==> config.mk <==
export PLATFORM = sky130hd
export DESIGN_NAME = cr_axi4s_ib_mux_flat
export DESIGN_NICKNAME = d
export VERILOG_FILES = /design/src/rtl/cr_axis_mux_pkg.sv /design/src/rtl/cr_axi4s_ib_mux_if.sv /design/src/rtl/cr_axis_mux_fifo.sv /design/src/rtl/cr_axi4s_ib_mux.sv /design/src/flat_wrapper.sv
export SDC_FILE = /design/constraint.sdc
export NUM_CORES = 2
export LEC_CHECK = 0
export ABC_AREA = 1
export BUFFER_PORTS_ARGS = -buffer_cell sky130_fd_sc_hd__buf_2
export CORE_MARGIN = 5
export CORE_UTILIZATION = 30
export DETAILED_ROUTE_END_ITERATION = 8
export GPL_ROUTABILITY_DRIVEN = 0
export PLACE_DENSITY = 0.47
export SYNTH_ARGS = -nofsm -noshare
export SYNTH_HDL_FRONTEND = slang
export SYNTH_MEMORY_MAX_BITS = 65536
export SYNTH_SLANG_ARGS = --single-unit
==> constraint.sdc <==
create_clock -name clk -period 7.78 [get_ports clk]
set_clock_uncertainty 0.1 [all_clocks]
set_input_delay 0.389 -clock clk [delete_from_list [all_inputs] [get_ports clk]]
set_output_delay 0.389 -clock clk [all_outputs]
set_load 0.005 [all_outputs]
==> src/rtl/cr_axis_mux_pkg.sv <==
// rtl/cr_axis_mux_pkg.sv - shared types and helpers for the multi-channel AXI4-S ingress mux
package cr_axis_mux_pkg;

   localparam int DEF_N_CHAN = 4;
   localparam int DEF_DATA_W = 64;
   localparam int DEF_USER_W = 2;

   // Channel-index width; a single channel still needs a 1-bit tag.
   function automatic int chan_w(input int n);
      return (n > 1) ? $clog2(n) : 1;
   endfunction

   localparam int CHAN_W = chan_w(DEF_N_CHAN);

   // One buffered beat in the default configuration, packed as stored in the FIFO.
   typedef struct packed {
      logic [DEF_USER_W-1:0] user;
      logic                  last;
      logic [DEF_DATA_W-1:0] data;
   } axis_mux_word_t;

   typedef enum logic [0:0] {
      ARB_IDLE   = 1'b0,
      ARB_LOCKED = 1'b1
   } arb_state_e;

endpackage

==> src/rtl/cr_axi4s_ib_mux_if.sv <==
// rtl/cr_axi4s_ib_mux_if.sv - bus bundle for cr_axi4s_ib_mux (timeout_err only with CR_AXIS_IB_MUX_TIMEOUT_EN)
interface cr_axi4s_ib_mux_if #(
   parameter int N_CHAN = 4,
   parameter int DATA_W = 64,
   parameter int USER_W = 2
);
   import cr_axis_mux_pkg::*;

   localparam int CW = chan_w(N_CHAN);

   logic [N_CHAN-1:0]        ib_tvalid;
   logic [N_CHAN-1:0]        ib_tready;
   logic [N_CHAN*DATA_W-1:0] ib_tdata;
   logic [N_CHAN-1:0]        ib_tlast;
   logic [N_CHAN*USER_W-1:0] ib_tuser;

   logic                     ob_rd;
   logic                     ob_empty;
   logic                     ob_aempty;
   logic [DATA_W-1:0]        ob_data;
   logic                     ob_last;
   logic [USER_W-1:0]        ob_user;
   logic [CW-1:0]            ob_chan;
   logic                     proto_err;
`ifdef CR_AXIS_IB_MUX_TIMEOUT_EN
   logic                     timeout_err;

   modport slave (
      input  ib_tvalid, ib_tdata, ib_tlast, ib_tuser, ob_rd,
      output ib_tready, ob_empty, ob_aempty, ob_data, ob_last, ob_user, ob_chan,
             proto_err, timeout_err
   );
   modport master (
      output ib_tvalid, ib_tdata, ib_tlast, ib_tuser, ob_rd,
      input  ib_tready, ob_empty, ob_aempty, ob_data, ob_last, ob_user, ob_chan,
             proto_err, timeout_err
   );
`else
   modport slave (
      input  ib_tvalid, ib_tdata, ib_tlast, ib_tuser, ob_rd,
      output ib_tready, ob_empty, ob_aempty, ob_data, ob_last, ob_user, ob_chan,
             proto_err
   );
   modport master (
      output ib_tvalid, ib_tdata, ib_tlast, ib_tuser, ob_rd,
      input  ib_tready, ob_empty, ob_aempty, ob_data, ob_last, ob_user, ob_chan,
             proto_err
   );
`endif

endinterface

==> src/rtl/cr_axis_mux_fifo.sv <==
// rtl/cr_axis_mux_fifo.sv - single-channel flop FIFO with registered ready (afull) and aempty
module cr_axis_mux_fifo #(
   parameter int WORD_W       = 67,
   parameter int N_ENTRIES    = 16,
   parameter int N_AFULL_VAL  = 3,
   parameter int N_AEMPTY_VAL = 1
) (
   input  logic              clk,
   input  logic              rst,
   input  logic              wr_i,
   input  logic [WORD_W-1:0] wdata_i,
   input  logic              rd_i,
   output logic [WORD_W-1:0] rdata_o,
   output logic              empty_o,
   output logic              ready_o,
   output logic              aempty_o
);

   localparam int PTR_W = $clog2(N_ENTRIES);
   localparam int CNT_W = PTR_W + 1;

   logic [WORD_W-1:0] mem_q [N_ENTRIES];
   logic [PTR_W-1:0]  wptr_q, wptr_d;
   logic [PTR_W-1:0]  rptr_q, rptr_d;
   logic [CNT_W-1:0]  cnt_q, cnt_d;
   logic              ready_q, ready_d;
   logic              aempty_q, aempty_d;
   logic              pop;

   assign pop      = rd_i && (cnt_q != '0);
   assign rdata_o  = mem_q[rptr_q];
   assign empty_o  = (cnt_q == '0);
   assign ready_o  = ready_q;
   assign aempty_o = aempty_q;

   // Pointer/count update; ready looks at the post-cycle fill so one in-flight beat always fits.
   always_comb begin
      wptr_d = wptr_q;
      rptr_d = rptr_q;
      cnt_d  = cnt_q;
      if (wr_i) wptr_d = wptr_q + 1'b1;
      if (pop)  rptr_d = rptr_q + 1'b1;
      case ({wr_i, pop})
         2'b10:   cnt_d = cnt_q + 1'b1;
         2'b01:   cnt_d = cnt_q - 1'b1;
         default: cnt_d = cnt_q;
      endcase
      ready_d  = (N_ENTRIES - int'(cnt_d)) > N_AFULL_VAL;
      aempty_d = int'(cnt_d) <= N_AEMPTY_VAL;
   end

   // Control state with asynchronous reset.
   always_ff @(posedge clk or posedge rst) begin
      if (rst) begin
         wptr_q   <= '0;
         rptr_q   <= '0;
         cnt_q    <= '0;
         ready_q  <= 1'b0;
         aempty_q <= 1'b1;
      end else begin
         wptr_q   <= wptr_d;
         rptr_q   <= rptr_d;
         cnt_q    <= cnt_d;
         ready_q  <= ready_d;
         aempty_q <= aempty_d;
      end
   end

   // Storage array; contents need no reset since empty hides stale words.
   always_ff @(posedge clk) begin
      if (wr_i) mem_q[wptr_q] <= wdata_i;
   end

   a_no_overflow : assert property (@(posedge clk) disable iff (rst)
      !(wr_i && (cnt_q == CNT_W'(N_ENTRIES)) && !rd_i));

endmodule

==> src/rtl/cr_axi4s_ib_mux.sv <==
// rtl/cr_axi4s_ib_mux.sv - N-channel AXI4-S ingress with frame round-robin merge; CR_AXIS_IB_MUX_TIMEOUT_EN adds stall timeout
module cr_axi4s_ib_mux
   import cr_axis_mux_pkg::*;
#(
   parameter int N_CHAN       = 4,
   parameter int DATA_W       = 64,
   parameter int USER_W       = 2,
   parameter int N_ENTRIES    = 16,
   parameter int N_AFULL_VAL  = 3,
   parameter int N_AEMPTY_VAL = 1,
   parameter int TIMEOUT      = 1024
) (
   input logic                clk,
   input logic                rst,
   cr_axi4s_ib_mux_if.slave   bus
);

   localparam int CW     = chan_w(N_CHAN);
   localparam int WORD_W = USER_W + 1 + DATA_W;

   localparam logic [0:0] ST_IDLE   = 1'(ARB_IDLE);
   localparam logic [0:0] ST_LOCKED = 1'(ARB_LOCKED);

   logic [0:0]        state_q, state_d;
   logic [CW-1:0]     grant_q, grant_d;
   logic [CW-1:0]     rr_ptr_q, rr_ptr_d;
   logic              proto_err_q, proto_err_d;

   logic [N_CHAN-1:0] f_wr, f_rd, f_empty, f_ready, f_aempty;
   logic [WORD_W-1:0] f_head [N_CHAN];

   logic [CW-1:0]     pick;
   logic              pick_vld;
   logic              synth;
   logic              pop;

   logic              ob_empty_w, ob_aempty_w, ob_last_w;
   logic [DATA_W-1:0] ob_data_w;
   logic [USER_W-1:0] ob_user_w;
   logic [CW-1:0]     ob_chan_w;

   genvar c;
   generate
      for (c = 0; c < N_CHAN; c++) begin : g_chan
         assign f_wr[c] = bus.ib_tvalid[c] & f_ready[c];
         assign f_rd[c] = pop && !synth && (grant_q == CW'(c));

         cr_axis_mux_fifo #(
            .WORD_W       (WORD_W),
            .N_ENTRIES    (N_ENTRIES),
            .N_AFULL_VAL  (N_AFULL_VAL),
            .N_AEMPTY_VAL (N_AEMPTY_VAL)
         ) u_fifo (
            .clk      (clk),
            .rst      (rst),
            .wr_i     (f_wr[c]),
            .wdata_i  ({bus.ib_tuser[c*USER_W +: USER_W], bus.ib_tlast[c],
                        bus.ib_tdata[c*DATA_W +: DATA_W]}),
            .rd_i     (f_rd[c]),
            .rdata_o  (f_head[c]),
            .empty_o  (f_empty[c]),
            .ready_o  (f_ready[c]),
            .aempty_o (f_aempty[c])
         );
      end
   endgenerate

   assign bus.ib_tready = f_ready;

`ifdef CR_AXIS_IB_MUX_TIMEOUT_EN
   localparam int TO_W = $clog2(TIMEOUT + 1);

   logic [TO_W-1:0] to_cnt_q, to_cnt_d;
   logic            to_err_q, to_err_d;

   assign synth           = (state_q == ST_LOCKED) && (to_cnt_q == TO_W'(TIMEOUT));
   assign bus.timeout_err = to_err_q;

   // Count empty cycles of the locked channel; the error pulse lines up with the first synthetic-word cycle.
   always_comb begin
      to_cnt_d = to_cnt_q;
      if ((state_q != ST_LOCKED) || pop) to_cnt_d = '0;
      else if (f_empty[grant_q] && !synth) to_cnt_d = to_cnt_q + 1'b1;
      to_err_d = (to_cnt_d == TO_W'(TIMEOUT)) && !synth;
   end

   // Timeout counter registers.
   always_ff @(posedge clk or posedge rst) begin
      if (rst) begin
         to_cnt_q <= '0;
         to_err_q <= 1'b0;
      end else begin
         to_cnt_q <= to_cnt_d;
         to_err_q <= to_err_d;
      end
   end
`else
   assign synth = 1'b0;
`endif

   // Round-robin pick: lowest offset from rr_ptr among non-empty FIFOs wins.
   always_comb begin
      int idx;
      idx      = 0;
      pick     = '0;
      pick_vld = 1'b0;
      for (int i = N_CHAN - 1; i >= 0; i--) begin
         idx = int'(rr_ptr_q) + i;
         if (idx >= N_CHAN) idx = idx - N_CHAN;
         if (!f_empty[idx]) begin
            pick     = CW'(idx);
            pick_vld = 1'b1;
         end
      end
   end

   // Output head: only the locked channel (or the synthetic word) is ever visible.
   always_comb begin
      ob_empty_w  = 1'b1;
      ob_aempty_w = 1'b1;
      ob_data_w   = '0;
      ob_last_w   = 1'b0;
      ob_user_w   = '0;
      ob_chan_w   = '0;
      if (state_q == ST_LOCKED) begin
         ob_chan_w   = grant_q;
         ob_aempty_w = f_aempty[grant_q];
         if (synth) begin
            ob_empty_w = 1'b0;
            ob_last_w  = 1'b1;
            ob_user_w  = '1;
         end else if (!f_empty[grant_q]) begin
            ob_empty_w = 1'b0;
            {ob_user_w, ob_last_w, ob_data_w} = f_head[grant_q];
         end
      end
   end

   assign pop = bus.ob_rd && !ob_empty_w;

   assign bus.ob_empty  = ob_empty_w;
   assign bus.ob_aempty = ob_aempty_w;
   assign bus.ob_data   = ob_data_w;
   assign bus.ob_last   = ob_last_w;
   assign bus.ob_user   = ob_user_w;
   assign bus.ob_chan   = ob_chan_w;
   assign bus.proto_err = proto_err_q;

   // Arbiter FSM: one IDLE cycle per frame, release on popping the last word.
   always_comb begin
      state_d     = state_q;
      grant_d     = grant_q;
      rr_ptr_d    = rr_ptr_q;
      proto_err_d = proto_err_q | (bus.ob_rd & ob_empty_w);
      case (state_q)
         ST_IDLE: begin
            if (pick_vld) begin
               grant_d = pick;
               state_d = ST_LOCKED;
            end
         end
         default: begin
            if (pop && ob_last_w) begin
               state_d  = ST_IDLE;
               rr_ptr_d = (int'(grant_q) == N_CHAN - 1) ? '0 : grant_q + 1'b1;
            end
         end
      endcase
   end

   // Arbiter state registers.
   always_ff @(posedge clk or posedge rst) begin
      if (rst) begin
         state_q     <= ST_IDLE;
         grant_q     <= '0;
         rr_ptr_q    <= '0;
         proto_err_q <= 1'b0;
      end else begin
         state_q     <= state_d;
         grant_q     <= grant_d;
         rr_ptr_q    <= rr_ptr_d;
         proto_err_q <= proto_err_d;
      end
   end

endmodule

==> src/flat_wrapper.sv <==
// flat-port wrapper written by rule: the top's interface ports become plain ports
module cr_axi4s_ib_mux_flat import cr_axis_mux_pkg::*;
#(
   parameter int N_CHAN       = 4,
   parameter int DATA_W       = 64,
   parameter int USER_W       = 2,
   parameter int N_ENTRIES    = 16,
   parameter int N_AFULL_VAL  = 3,
   parameter int N_AEMPTY_VAL = 1,
   parameter int TIMEOUT      = 1024
)
  (clk, rst, bus_ib_tvalid, bus_ib_tdata, bus_ib_tlast, bus_ib_tuser, bus_ob_rd, bus_ib_tready, bus_ob_empty, bus_ob_aempty, bus_ob_data, bus_ob_last, bus_ob_user, bus_ob_chan, bus_proto_err);
  cr_axi4s_ib_mux_if #(.N_CHAN(N_CHAN), .DATA_W(DATA_W), .USER_W(USER_W)) bus_i ();
  input logic clk;
  input logic rst;
  input wire logic [$bits(bus_i.ib_tvalid)-1:0] bus_ib_tvalid;
  input wire logic [$bits(bus_i.ib_tdata)-1:0] bus_ib_tdata;
  input wire logic [$bits(bus_i.ib_tlast)-1:0] bus_ib_tlast;
  input wire logic [$bits(bus_i.ib_tuser)-1:0] bus_ib_tuser;
  input wire logic [$bits(bus_i.ob_rd)-1:0] bus_ob_rd;
  output wire logic [$bits(bus_i.ib_tready)-1:0] bus_ib_tready;
  output wire logic [$bits(bus_i.ob_empty)-1:0] bus_ob_empty;
  output wire logic [$bits(bus_i.ob_aempty)-1:0] bus_ob_aempty;
  output wire logic [$bits(bus_i.ob_data)-1:0] bus_ob_data;
  output wire logic [$bits(bus_i.ob_last)-1:0] bus_ob_last;
  output wire logic [$bits(bus_i.ob_user)-1:0] bus_ob_user;
  output wire logic [$bits(bus_i.ob_chan)-1:0] bus_ob_chan;
  output wire logic [$bits(bus_i.proto_err)-1:0] bus_proto_err;
  assign bus_i.ib_tvalid = bus_ib_tvalid;
  assign bus_i.ib_tdata = bus_ib_tdata;
  assign bus_i.ib_tlast = bus_ib_tlast;
  assign bus_i.ib_tuser = bus_ib_tuser;
  assign bus_i.ob_rd = bus_ob_rd;
  assign bus_ib_tready = bus_i.ib_tready;
  assign bus_ob_empty = bus_i.ob_empty;
  assign bus_ob_aempty = bus_i.ob_aempty;
  assign bus_ob_data = bus_i.ob_data;
  assign bus_ob_last = bus_i.ob_last;
  assign bus_ob_user = bus_i.ob_user;
  assign bus_ob_chan = bus_i.ob_chan;
  assign bus_proto_err = bus_i.proto_err;
  cr_axi4s_ib_mux #(.N_CHAN(N_CHAN), .DATA_W(DATA_W), .USER_W(USER_W), .N_ENTRIES(N_ENTRIES), .N_AFULL_VAL(N_AFULL_VAL), .N_AEMPTY_VAL(N_AEMPTY_VAL), .TIMEOUT(TIMEOUT)) u_core (.clk(clk), .rst(rst), .bus(bus_i));
endmodule
==> reports/qor.yml <==
drt_first_pass_iters: 6
seq_area_frac_synth: 0.7668
ctsLongestPathBuffers: 4
status: "complete, no violations"
fp.coreArea_um2: 565000
setup_violations: 0
maxCapViolations: 0
clkPwrFrac: 0.286
worstPathMaxFanout: 119
gr-total-overflow: 0
synth_area_leader_cell: "edfxtp_1"
fmax_ghz: 0.1542
hold_start: "bus_ib_tdata[213]"
die_h_um: 762.9
netlist_area_um2: 170100
vdd_ir_drop_max_mv: 0.3642
min_period_ps: 6487
cts_resized: 0
finalCritPeriodShare: 0.8338
clock-sinks: 4354
worst_pin_slew_ps: 1403
syn_area_per_cell_um2: 13.84
critPathSlowestCell: "a21oi_1"
cts_buffers: 455
cp.required_ps: 7290
hpwlAfterDp_mm: 326.4
met1_usage: 0.2756
crit_path_end_kind: "output port"
reg2reg_to: "u_core.g_chan[0].u_fifo.ready_o"
fin_nets: 13019
synth_cell_types: 49
synth_top_area_frac: 0.7571
synth_fp_nets: 12598
via_count: 109461
port_buffers: 350
clk_pin_slew_ps: 60
clkLatencyLatePin_ps: 1030
internal-power_mw: 44.55
cp.arrival_ps: 6000
row_count: 276
synth_edf_count: 4288
power_frac_comb: 0.344
grt_busiest_layer: "met2"
track_usage: 0.1940
min_path_type: "in2reg"
via_per_inst: 5.298
cpPeakStageDelay_ps: 1170
fill_cells: 54799
crit_chain: "inv_8, buf_4, o21ai_0, o221ai_1, nand3_1, nand3_1, nand3_1, a21oi_1, buf_2"
path_class: "reg2out"
hold_violations: 0
cts_tree: "built"
rsz0062_at_grt: "no"
slew_headroom: 0.06007
layout_commonest_cell: "edfxtp_1"
use_met3: 0.04274
power_density_nw_per_um2: 374.0
ctsRootBufferMaster: "clkbuf_16"
die-area_um2: 582100
ant_nets: 0
syn_to_final_growth_pct: 16.37
p_total_mw: 74.03
global_route.usage.met2: 0.3001
fp.dieW_um: 762.9
routed_wl_mm: 589.1
cts_max_level: 5
finalMaxSlewViolations: 0
ys_ff_latch: 4354
tns_ps: 0
ios: 351
ff2ff_setup_slack_ps: 3440
start_kind: "flip-flop"
wl_per_cell_um: 28.52
ys.flop_type: "edfxtp_1"
reg2reg_depth: 17
ys_top_cells_by_area: "edfxtp_1 76%, o21ai_0 5.8%, nor2_1 4.3%, o221ai_1 3.4%, o22ai_1 1.8%"
drive_gt1_frac: 0.1073
switching_power_mw: 29.48
p_leak_nw: 62.20
synthCells: 12288
antenna_found_initial: 184
netSwitchingFraction: 0.3982
min_to: "u_core.g_chan[3].u_fifo.mem_q[12][21]"
drt_iter0_markers: 11776
path_common_cell: "nand3_1"
async_flop_share: 0.01516
grt_max_degree: 175
drc: 0
grt_pass1_vias: 102875
p_seq_frac: 0.370
final_cell_mix: "4,288 x edfxtp_1, 1,983 x o21ai_0, 1,910 x nor2_1"
regToRegStartpoint: "u_core.grant_q[0]"
synth_warnings: 0
initial_utilization: 0.3010
grt_pass1_wl_mm: 816.7
min_path_cells: 2
==> kinds of logic (layout without fill, tap and decap cells) <==
family,Yosys count,after routing,share of synthesized area
flip-flops,4354,4354,0.7668
AO/OA/AOI/OAI,3586,3586,0.1278
AND/OR/NAND/NOR,3262,3262,0.07694
buffers and inverters,1020,1834,0.02425
adder cells (fa/ha/maj),35,35,0.002575
XOR/XNOR,31,31,0.001596
other,0,52,0
==> worst max-delay path: cells and delay by family (launching register included) <==
kind,cells,cell delay (ps)
AOI/OAI and AO/OA,3,1500
buffers and inverters,3,1450
DFF,1,810
and+or+nand+nor,3,1090
==> through the flow <==
step	instances	util	hold slack, ps	cell area [um2]	setup slack [ps]
after floorplan	12288	-	351.0	170100	1919
after global routing	20626	0.3502	148.1	197800	1050
final	20660	0.3503	174.4	197900	1293
after detailed placement	19483	0.3197	354.0	180600	2473
after global placement	19481	0.3197	355.9	180600	2514
after CTS	20608	0.3501	72.04	197800	1334
==> sequential cells by signal (all words and copies together), names as in the netlist <==
signal,count
u_core.g_chan.u_fifo.cnt_q,20
u_core.g_chan.u_fifo.wptr_q,16
u_core.g_chan.u_fifo.rptr_q,16
u_core.state_q,1
u_core.grant_q,2
u_core.bus.proto_err,1
u_core.rr_ptr_q,2
u_core.g_chan.u_fifo.mem_q,4288
u_core.g_chan.u_fifo.ready_o,4
u_core.g_chan.u_fifo.aempty_o,4
==> cell usage after synthesis, types with 4 or more instances <==
cell type,number
a31oi_1,70
buf_2,192
clkbuf_1,649
xor2_1,27
o221ai_1,654
edfxtp_1,4288
nand3_1,493
nor2_1,1968
buf_1,62
buf_4,14
ha_1,35
nor3_1,8
a32oi_1,5
inv_2,7
nor2_4,7
nand2_2,8
a21oi_1,179
nand2_1,747
clkinv_1,5
nand4_1,11
a211oi_1,7
xnor2_1,4
o221a_2,21
o211ai_1,105
dfrtp_1,62
o32ai_1,30
o221a_1,9
or2_2,8
o21bai_1,4
o21ai_1,30
inv_1,90
dfstp_2,4
o21ai_0,1983
o22ai_1,476
==> layout make-up <==
| class | instances | area (um2) | area share |
|---|---|---|---|
| Sequential cell | 4354 | 130500 | 0.6593 |
| Multi-Input combinational cell | 6914 | 36050 | 0.1822 |
| Timing Repair Buffer | 881 | 6975 | 0.03525 |
| Inverter | 103 | 483.0 | 0.002440 |
| Clock inverter | 275 | 2414 | 0.01220 |
| Antenna cell | 52 | 130.1 | 0.0006575 |
| Tap cell | 7506 | 9392 | 0.04745 |
| Clock buffer | 575 | 11980 | 0.06053 |
==> worst max-delay path by stage <==
stage                                 startpoint                                   end  slack [ps]  cells past startpoint
4_1_cts        u_core.g_chan[0].u_fifo.rptr_q[1]                        bus_ob_data[4]        1330                      9
5_1_grt        u_core.g_chan[3].u_fifo.rptr_q[0]                        bus_ob_data[0]        1050                      9
3_5_place_dp   u_core.g_chan[0].u_fifo.rptr_q[1]                        bus_ob_data[4]        2470                      9
2_1_floorplan                   bus_ib_tvalid[2]  u_core.g_chan[2].u_fifo.mem_q[11][0]        1920                      2
6_report       u_core.g_chan[3].u_fifo.rptr_q[0]                        bus_ob_data[8]        1290                      9
3_3_place_gp   u_core.g_chan[0].u_fifo.rptr_q[1]                        bus_ob_data[4]        2510                      9
==> per-layer routing <==
| metal | vias to the layer above | routed length [um] | part of all wire |
|---|---|---|---|
| met5 | - | 420 | 0.00071 |
| met4 | 66 | 17110 | 0.029 |
| met3 | 892 | 46800 | 0.079 |
| met2 | 3962 | 264200 | 0.45 |
| met1 | 56554 | 260600 | 0.44 |
| li1 | 47987 | - | - |
==> power by group through the flow <==
stage	sequential [mW]	clock [mW]	combinational (mW)
3_3_place_gp	27.9	0	25.2
3_5_place_dp	27.9	0	25.2
6_report	27.4	21.2	25.4
5_1_grt	27.4	22.6	27.3
4_1_cts	27.4	21.6	25.4
2_1_floorplan	27.2	0	13.9
==> timing repair <==
item | in CTS | in global routing
hold buffers | 275 | 0
buffers inserted | 0 | 0
hold endpoints to repair | 4323 | 0
No activity file was read; power rests on OpenSTA's default activity.
